<file path="config.mk">
export PLATFORM = sky130hd
export DESIGN_NAME = marquee_scroller_flat
export DESIGN_NICKNAME = d
export VERILOG_FILES = /design/src/rtl/marquee_scroller_if.sv /design/src/rtl/marquee_scroller.sv /design/src/flat_wrapper.sv
export SDC_FILE = /design/constraint.sdc
export NUM_CORES = 1
export LEC_CHECK = 0
export BUFFER_PORTS_ARGS = -buffer_cell sky130_fd_sc_hd__buf_2
export CORE_ASPECT_RATIO = 0.8
export CORE_UTILIZATION = 45
export DETAILED_ROUTE_END_ITERATION = 12
export SLEW_MARGIN = 20
export SYNTH_ARGS = -nofsm -noshare
export SYNTH_HDL_FRONTEND = slang
export SYNTH_SLANG_ARGS = --single-unit
</file>
<file path="constraint.sdc">
create_clock -name clk -period 23.3 [get_ports clk]
set_input_delay 2.33 -clock clk [delete_from_list [all_inputs] [get_ports clk]]
set_output_delay 2.33 -clock clk [all_outputs]
set_load 0.01 [all_outputs]
</file>
<file path="src/rtl/marquee_scroller_if.sv">
// Bus bundle for the marquee scroller: message writes, length load,
// scroll control and the registered window outputs.
interface marquee_scroller_if #(
    parameter int DIGITS  = 4,
    parameter int CODE_W  = 5,
    parameter int MAX_LEN = 16
);
    localparam int ADDR_W = $clog2(MAX_LEN);

    logic                     wr_en;
    logic [ADDR_W-1:0]        wr_addr;
    logic [CODE_W-1:0]        wr_data;
    logic                     len_load;
    logic [ADDR_W:0]          len_val;
    logic                     run;
    logic                     direction;
    logic                     step;
    logic [DIGITS*CODE_W-1:0] codes;
    logic [ADDR_W-1:0]        offset;
    logic                     wrap;

    modport master (
        output wr_en, wr_addr, wr_data, len_load, len_val,
        output run, direction, step,
        input  codes, offset, wrap
    );

    modport slave (
        input  wr_en, wr_addr, wr_data, len_load, len_val,
        input  run, direction, step,
        output codes, offset, wrap
    );
endinterface

</file>
<file path="src/rtl/marquee_scroller.sv">
// Scrolling-message engine: message buffer plus a DIGITS-wide rotating
// window with free-run, single-step and end-of-message dwell.
module marquee_scroller #(
    parameter int              DIGITS      = 4,
    parameter int              CODE_W      = 5,
    parameter int              MAX_LEN     = 16,
    parameter int              TICK_DIV    = 50000000,
    parameter int              DWELL_TICKS = 2,
    parameter logic [CODE_W-1:0] BLANK     = 5'd31
) (
    input logic               clk,
    input logic               rst,
    marquee_scroller_if.slave bus
);
    localparam int ADDR_W = $clog2(MAX_LEN);
    localparam int PS_W   = $clog2(TICK_DIV);
    localparam int DW_W   = (DWELL_TICKS < 1) ? 1 : $clog2(DWELL_TICKS + 1);

    localparam logic [PS_W-1:0] PS_LAST = PS_W'(TICK_DIV - 1);
    localparam logic [DW_W-1:0] DW_LAST =
        DW_W'((DWELL_TICKS > 0) ? DWELL_TICKS - 1 : 0);
    localparam logic [ADDR_W:0] LEN_MAX = (ADDR_W + 1)'(MAX_LEN);
    localparam logic [ADDR_W:0] LEN_RST = (ADDR_W + 1)'(DIGITS);

    typedef enum logic [1:0] {HOLD, SCROLL, DWELL} state_t;

    state_t                   state_q, state_d;
    logic [PS_W-1:0]          ps_q, ps_d;
    logic [DW_W-1:0]          dw_q, dw_d;
    logic [ADDR_W-1:0]        off_q, off_d;
    logic [ADDR_W:0]          len_q;
    logic                     wrap_q, wrap_d;
    logic [CODE_W-1:0]        mem_q [MAX_LEN];
    logic [DIGITS*CODE_W-1:0] codes_q, codes_d;

    logic                     tick;
    logic                     len_ok;
    logic                     adv;
    logic [ADDR_W:0]          last;
    logic [ADDR_W-1:0]        adv_off;
    logic                     adv_wrap;
    logic [ADDR_W:0]          idx;
    logic [ADDR_W:0]          nxt;

    assign tick   = (state_q != HOLD) && (ps_q == PS_LAST);
    assign len_ok = bus.len_load && (bus.len_val != '0) &&
                    (bus.len_val <= LEN_MAX);
    assign last   = len_q - 1'b1;

    // Candidate offset and wrap flag for one advance in the sampled direction
    always_comb begin
        adv_off  = off_q;
        adv_wrap = 1'b0;
        if (bus.direction) begin
            adv_wrap = ({1'b0, off_q} == last);
            adv_off  = adv_wrap ? '0 : off_q + 1'b1;
        end else begin
            adv_wrap = (off_q == '0);
            adv_off  = adv_wrap ? last[ADDR_W-1:0] : off_q - 1'b1;
        end
    end

    // Next state, prescaler, dwell count and advance request
    always_comb begin
        state_d = state_q;
        ps_d    = ps_q;
        dw_d    = dw_q;
        adv     = 1'b0;
        unique case (state_q)
            HOLD: begin
                ps_d = '0;
                dw_d = '0;
                if (bus.run) begin
                    state_d = SCROLL;
                end else if (bus.step) begin
                    adv = 1'b1;
                end
            end
            SCROLL: begin
                if (!bus.run) begin
                    state_d = HOLD;
                    ps_d    = '0;
                    dw_d    = '0;
                end else begin
                    ps_d = tick ? '0 : ps_q + 1'b1;
                    if (tick) begin
                        adv  = 1'b1;
                        dw_d = '0;
                        if (adv_wrap && (DWELL_TICKS > 0)) begin
                            state_d = DWELL;
                        end
                    end
                end
            end
            DWELL: begin
                if (!bus.run) begin
                    state_d = HOLD;
                    ps_d    = '0;
                    dw_d    = '0;
                end else begin
                    ps_d = tick ? '0 : ps_q + 1'b1;
                    if (tick) begin
                        if (dw_q == DW_LAST) begin
                            state_d = SCROLL;
                            dw_d    = '0;
                        end else begin
                            dw_d = dw_q + 1'b1;
                        end
                    end
                end
            end
            default: begin
                state_d = HOLD;
                ps_d    = '0;
                dw_d    = '0;
            end
        endcase
        // A length load rewinds the window and cancels any pending advance
        if (len_ok) begin
            adv  = 1'b0;
            ps_d = '0;
            dw_d = '0;
            if (state_d == DWELL) begin
                state_d = SCROLL;
            end
        end
    end

    assign off_d  = len_ok ? '0 : (adv ? adv_off : off_q);
    assign wrap_d = adv && adv_wrap;

    // Window gather: walk msg_len-modulo indices by conditional wrap-to-zero
    always_comb begin
        codes_d = '0;
        idx     = {1'b0, off_q};
        nxt     = '0;
        for (int i = 0; i < DIGITS; i++) begin
            codes_d[(DIGITS-1-i)*CODE_W +: CODE_W] = mem_q[idx[ADDR_W-1:0]];
            nxt = idx + 1'b1;
            idx = (nxt >= len_q) ? '0 : nxt;
        end
    end

    // Control registers
    always_ff @(posedge clk or negedge rst) begin
        if (!rst) begin
            state_q <= HOLD;
            ps_q    <= '0;
            dw_q    <= '0;
            off_q   <= '0;
            len_q   <= LEN_RST;
            wrap_q  <= 1'b0;
            codes_q <= {DIGITS{BLANK}};
        end else begin
            state_q <= state_d;
            ps_q    <= ps_d;
            dw_q    <= dw_d;
            off_q   <= off_d;
            wrap_q  <= wrap_d;
            codes_q <= codes_d;
            if (len_ok) begin
                len_q <= bus.len_val;
            end
        end
    end

    // Message buffer
    always_ff @(posedge clk or negedge rst) begin
        if (!rst) begin
            for (int i = 0; i < MAX_LEN; i++) begin
                mem_q[i] <= BLANK;
            end
        end else if (bus.wr_en && ({1'b0, bus.wr_addr} < LEN_MAX)) begin
            mem_q[bus.wr_addr] <= bus.wr_data;
        end
    end

    assign bus.codes  = codes_q;
    assign bus.offset = off_q;
    assign bus.wrap   = wrap_q;
endmodule

</file>
<file path="src/flat_wrapper.sv">
// flat-port wrapper written by rule: the top's interface ports become plain ports
module marquee_scroller_flat 
#(
    parameter int              DIGITS      = 4,
    parameter int              CODE_W      = 5,
    parameter int              MAX_LEN     = 16,
    parameter int              TICK_DIV    = 50000000,
    parameter int              DWELL_TICKS = 2,
    parameter logic [CODE_W-1:0] BLANK     = 5'd31
)
  (clk, rst, bus_wr_en, bus_wr_addr, bus_wr_data, bus_len_load, bus_len_val, bus_run, bus_direction, bus_step, bus_codes, bus_offset, bus_wrap);
  marquee_scroller_if #(.DIGITS(DIGITS), .CODE_W(CODE_W), .MAX_LEN(MAX_LEN)) bus_i ();
  input logic clk;
  input logic rst;
  input wire logic [$bits(bus_i.wr_en)-1:0] bus_wr_en;
  input wire logic [$bits(bus_i.wr_addr)-1:0] bus_wr_addr;
  input wire logic [$bits(bus_i.wr_data)-1:0] bus_wr_data;
  input wire logic [$bits(bus_i.len_load)-1:0] bus_len_load;
  input wire logic [$bits(bus_i.len_val)-1:0] bus_len_val;
  input wire logic [$bits(bus_i.run)-1:0] bus_run;
  input wire logic [$bits(bus_i.direction)-1:0] bus_direction;
  input wire logic [$bits(bus_i.step)-1:0] bus_step;
  output wire logic [$bits(bus_i.codes)-1:0] bus_codes;
  output wire logic [$bits(bus_i.offset)-1:0] bus_offset;
  output wire logic [$bits(bus_i.wrap)-1:0] bus_wrap;
  assign bus_i.wr_en = bus_wr_en;
  assign bus_i.wr_addr = bus_wr_addr;
  assign bus_i.wr_data = bus_wr_data;
  assign bus_i.len_load = bus_len_load;
  assign bus_i.len_val = bus_len_val;
  assign bus_i.run = bus_run;
  assign bus_i.direction = bus_direction;
  assign bus_i.step = bus_step;
  assign bus_codes = bus_i.codes;
  assign bus_offset = bus_i.offset;
  assign bus_wrap = bus_i.wrap;
  marquee_scroller #(.DIGITS(DIGITS), .CODE_W(CODE_W), .MAX_LEN(MAX_LEN), .TICK_DIV(TICK_DIV), .DWELL_TICKS(DWELL_TICKS), .BLANK(BLANK)) u_core (.clk(clk), .rst(rst), .bus(bus_i));
endmodule
</file>
==> results.py <==
metrics = {
    "clock_network": {
        "clk_pin_slew_worst_paths_ns": 0.06,
        "cts.htree.levels": 4,
        "postCtsResizedCells": 0,
        "worst_skew_pair.late_latency_ns": 0.45,
        "cts_tree": "yes",
        "clock_sinks": 140,
        "numCtsBuffers": 17,
        "postCtsHoldBufs": 0,
        "cts_setup_buffers": 0,
        "root_buffer": "clkbuf_16",
        "clockBufferDepth": 2,
    },
    "floorplanning": {
        "core_sq_um": 21100,
        "die_area_sq_um": 22400,
        "ioPinCount": 46,
        "start_util_pct": 46.7,
        "die_w_um": 167,
        "rows": 47,
        "chipHeight_um": 134,
    },
    "routing": {
        "via_per_inst": 6.70,
        "ant_nets": 0,
        "post_drt_wl_per_cell_um": 26.7,
        "dr.pass1.iters": 6,
        "route.detailed.drc": 0,
        "dr_total_vias": 8698,
        "drt-total-wl_um": 34700,
        "first_iter_violations": 1077,
    },
    "sta": {
        "slew-limit-headroom_pct": 32.0,
        "maxSlewViolCount": 0,
        "tns_ns": 0,
        "max_slew.worst_pin.slew_ns": 1.02,
        "setup_slack_ns": 12.44,
        "max_freq_mhz": 92.1,
        "rsz0062_at_grt": "no",
        "fin_skew_ns": 0.0222,
        "period_minus_slack_ns": 10.86,
        "period_share_pct": 46.6,
        "setup_viol": 0,
        "hold_viol": 0,
    },
    "cells_and_area": {
        "multiInputGateArea_sq_um": 5800,
        "fin_cells": 1299,
        "area_delta_synth_final_pct": 9.91,
        "layout.nets": 1062,
        "drive_above_1_share_pct": 33.2,
        "fillers": 1933,
        "seq_area_sq_um": 3630,
    },
    "yosys": {
        "synthDistinctLibCells": 88,
        "postSynthCellCount": 1010,
        "synth_enable_flop_cells": 0,
        "yosys_warnings": 0,
        "ys.flop_type": "dfstp_2",
        "ys_seq_elements": 140,
        "syn_area_sq_um": 9830,
        "synthArstFlopShare_pct": 100,
        "ys_seq_area_share_pct": 36.9,
        "synthesis.nets": 1056,
        "syn_avg_cell_area_sq_um": 9.73,
    },
    "status": {
        "status": "complete, no violations",
    },
    "global_routing": {
        "grt_pass1_vias": 8083,
        "overflow": 0,
        "track_usage_pct": 31.5,
        "grt_first_pass_wirelength_um": 51900,
        "antenna_found_initial": 1,
        "grt_max_degree": 85,
    },
    "setup_path": {
        "slowest_delay_ns": 0.99,
        "endpoint": "u_core.bus.codes[4]",
        "critPathMaxFanout": 50,
        "ff2ff_path_depth": 30,
        "crit_type": "register to register",
        "arrival_ns": 11.23,
        "worst-r2r-setup-slack_ns": 12.44,
        "cp-startpoint": "u_core.bus.offset[0]",
        "slowest_stage": "dfrtp_2",
        "cpMostUsedCell": "ha_1",
        "cp.required_ns": 23.66,
        "r2r-start": "u_core.bus.offset[0]",
        "start_kind": "register",
        "end_kind": "register",
        "reg2reg_to": "u_core.bus.codes[4]",
    },
    "placed_design": {
        "dp_hpwl_um": 23800,
        "gp_congestion": 1.00,
        "placed_cells": 1265,
        "dp_slack_ns": 12.63,
        "portBuffers": 45,
    },
    "min_path": {
        "hold_class": "register to register",
        "holdCritStartpoint": "u_core.ps_q[0]",
    },
    "flow_run": {
        "max_cap_violations": 0,
    },
}
## worst min path at each step
stage | to | slack, ns | cells after the start
after CTS | u_core.ps_q[0] | 0.51 | 1
after global routing | u_core.dw_q[1] | 0.55 | 2
after detailed placement | u_core.ps_q[0] | 0.51 | 1
after floorplan | u_core.ps_q[0] | 0.48 | 1
after global placement | u_core.ps_q[0] | 0.51 | 1
final | u_core.ps_q[0] | 0.51 | 1
## cell usage after synthesis, types with 3 or more instances
cell type / n / area share, %
o21ai_1: 5 / 0.25
nor2b_1: 7 / 0.45
clkbuf_1: 49 / 1.9
ha_1: 25 / 3.2
and4_1: 5 / 0.45
o221ai_1: 14 / 1.2
a211oi_1: 5 / 0.38
nand3b_1: 7 / 0.53
nand2b_1: 7 / 0.45
a31oi_1: 15 / 0.96
dfrtp_1: 39 / 9.9
a21oi_1: 49 / 2.5
xor2_1: 21 / 1.9
o22ai_1: 4 / 0.25
or3_1: 6 / 0.38
mux2_2: 90 / 10
nor4_1: 4 / 0.25
o22a_1: 3 / 0.27
clkinv_1: 3 / 0.11
inv_1: 18 / 0.69
dfstp_2: 101 / 27
mux2i_1: 18 / 1.8
a21o_1: 5 / 0.38
a311oi_1: 3 / 0.27
o21a_1: 4 / 0.31
o211ai_1: 35 / 2.7
buf_6: 3 / 0.34
buf_2: 11 / 0.56
xnor2_1: 11 / 0.98
o2111ai_1: 6 / 0.53
mux4_2: 26 / 6.0
nand2_1: 117 / 4.5
and3_1: 13 / 0.83
o21ai_0: 42 / 2.1
nor3_1: 10 / 0.51
buf_1: 5 / 0.19
nor2_1: 62 / 2.4
nand4_1: 24 / 1.5
nand3_1: 78 / 4.0
## state kept, by name, indices dropped and copies added (netlist names)
signal             flops
u_core.mem_q          80
u_core.ps_q           26
u_core.bus.codes      20
u_core.len_q           5
u_core.bus.offset      4
u_core.dw_q            2
u_core.state_q         2
u_core.bus.wrap        1
## critical path, delay by kind of cell (launching register included)
kind                     cells  cell delay, ns
multiplexers                 1            0.48
buffers and inverters        6            2.54
AO/OA/AOI/OAI               10            3.05
flip-flops                   1            0.99
AND/OR/NAND/NOR              6            1.02
adder cells (fa/ha/maj)      6            2.26
XOR/XNOR                     1            0.41
## stage by stage
step / cell area, sq um / hold slack [ns] / utilization [%]
6_report: 10800 / 0.513 / 51.3
5_1_grt: 10800 / 0.549 / 51.3
4_1_cts: 10800 / 0.513 / 51.2
3_5_place_dp: 10200 / 0.505 / 48.4
3_3_place_gp: 10200 / 0.506 / 48.4
2_1_floorplan: 9830 / 0.476 / -
## cell families after synthesis
family / after synthesis / share of synthesized area [%]
muxes: 137 / 18.7
DFF: 140 / 36.9
adders and majority gates: 25 / 3.18
and+or+nand+nor: 352 / 17.3
buffers and inverters: 94 / 4.24
xor gates and xnor gates: 33 / 3.13
AOI/OAI and AO/OA: 229 / 16.5
## layout make-up
cell class | instances | area share, %
flip-flops and latches | 140 | 33.6
repair buffers | 57 | 3.05
diodes | 1 | 0.0232
inverters | 24 | 0.904
clock inverters | 15 | 1.61
clock buffers | 17 | 3.94
multi-input cells | 776 | 53.7
well taps | 269 | 3.12
## placed cells by master, fill, tap and decap left out, drive strengths merged, types with 4 or more instances in the layout
| cell type | n |
|---|---|
| a31oi | 16 |
| o22ai | 6 |
| or3 | 6 |
| mux4 | 27 |
| nand3 | 79 |
| nand4 | 24 |
| mux2 | 91 |
| nand2 | 119 |
| nand2b | 7 |
| nand3b | 7 |
| o21ai | 47 |
| clkinv | 10 |
| buf | 57 |
| o2111ai | 6 |
| clkbuf | 17 |
| a311oi | 4 |
| nor2b | 7 |
| inv | 28 |
| nor4 | 5 |
| o221ai | 15 |
| dfrtp | 39 |
| xor2 | 21 |
| mux2i | 19 |
| and3 | 13 |
| o21a | 4 |
| ha | 25 |
| a211oi | 6 |
| a21o | 5 |
| nor3 | 12 |
| nor2 | 62 |
| xnor2 | 12 |
| a21oi | 52 |
| and4 | 5 |
| dfstp | 101 |
| o211ai | 35 |
## layer usage
metal / global-route usage (%) / vias to the layer above / routed length (um)
li1: - / 3796 / -
met1: 45.8 / 4218 / 15100
met2: 42.4 / 544 / 13700
met3: 9.77 / 138 / 4040
met4: 14.6 / 2 / 1780
met5: 0 / - / 16
Power is left out: the tool's default activity adds up to more than one toggle a clock period on the data nets, which glitch-free logic cannot reach.
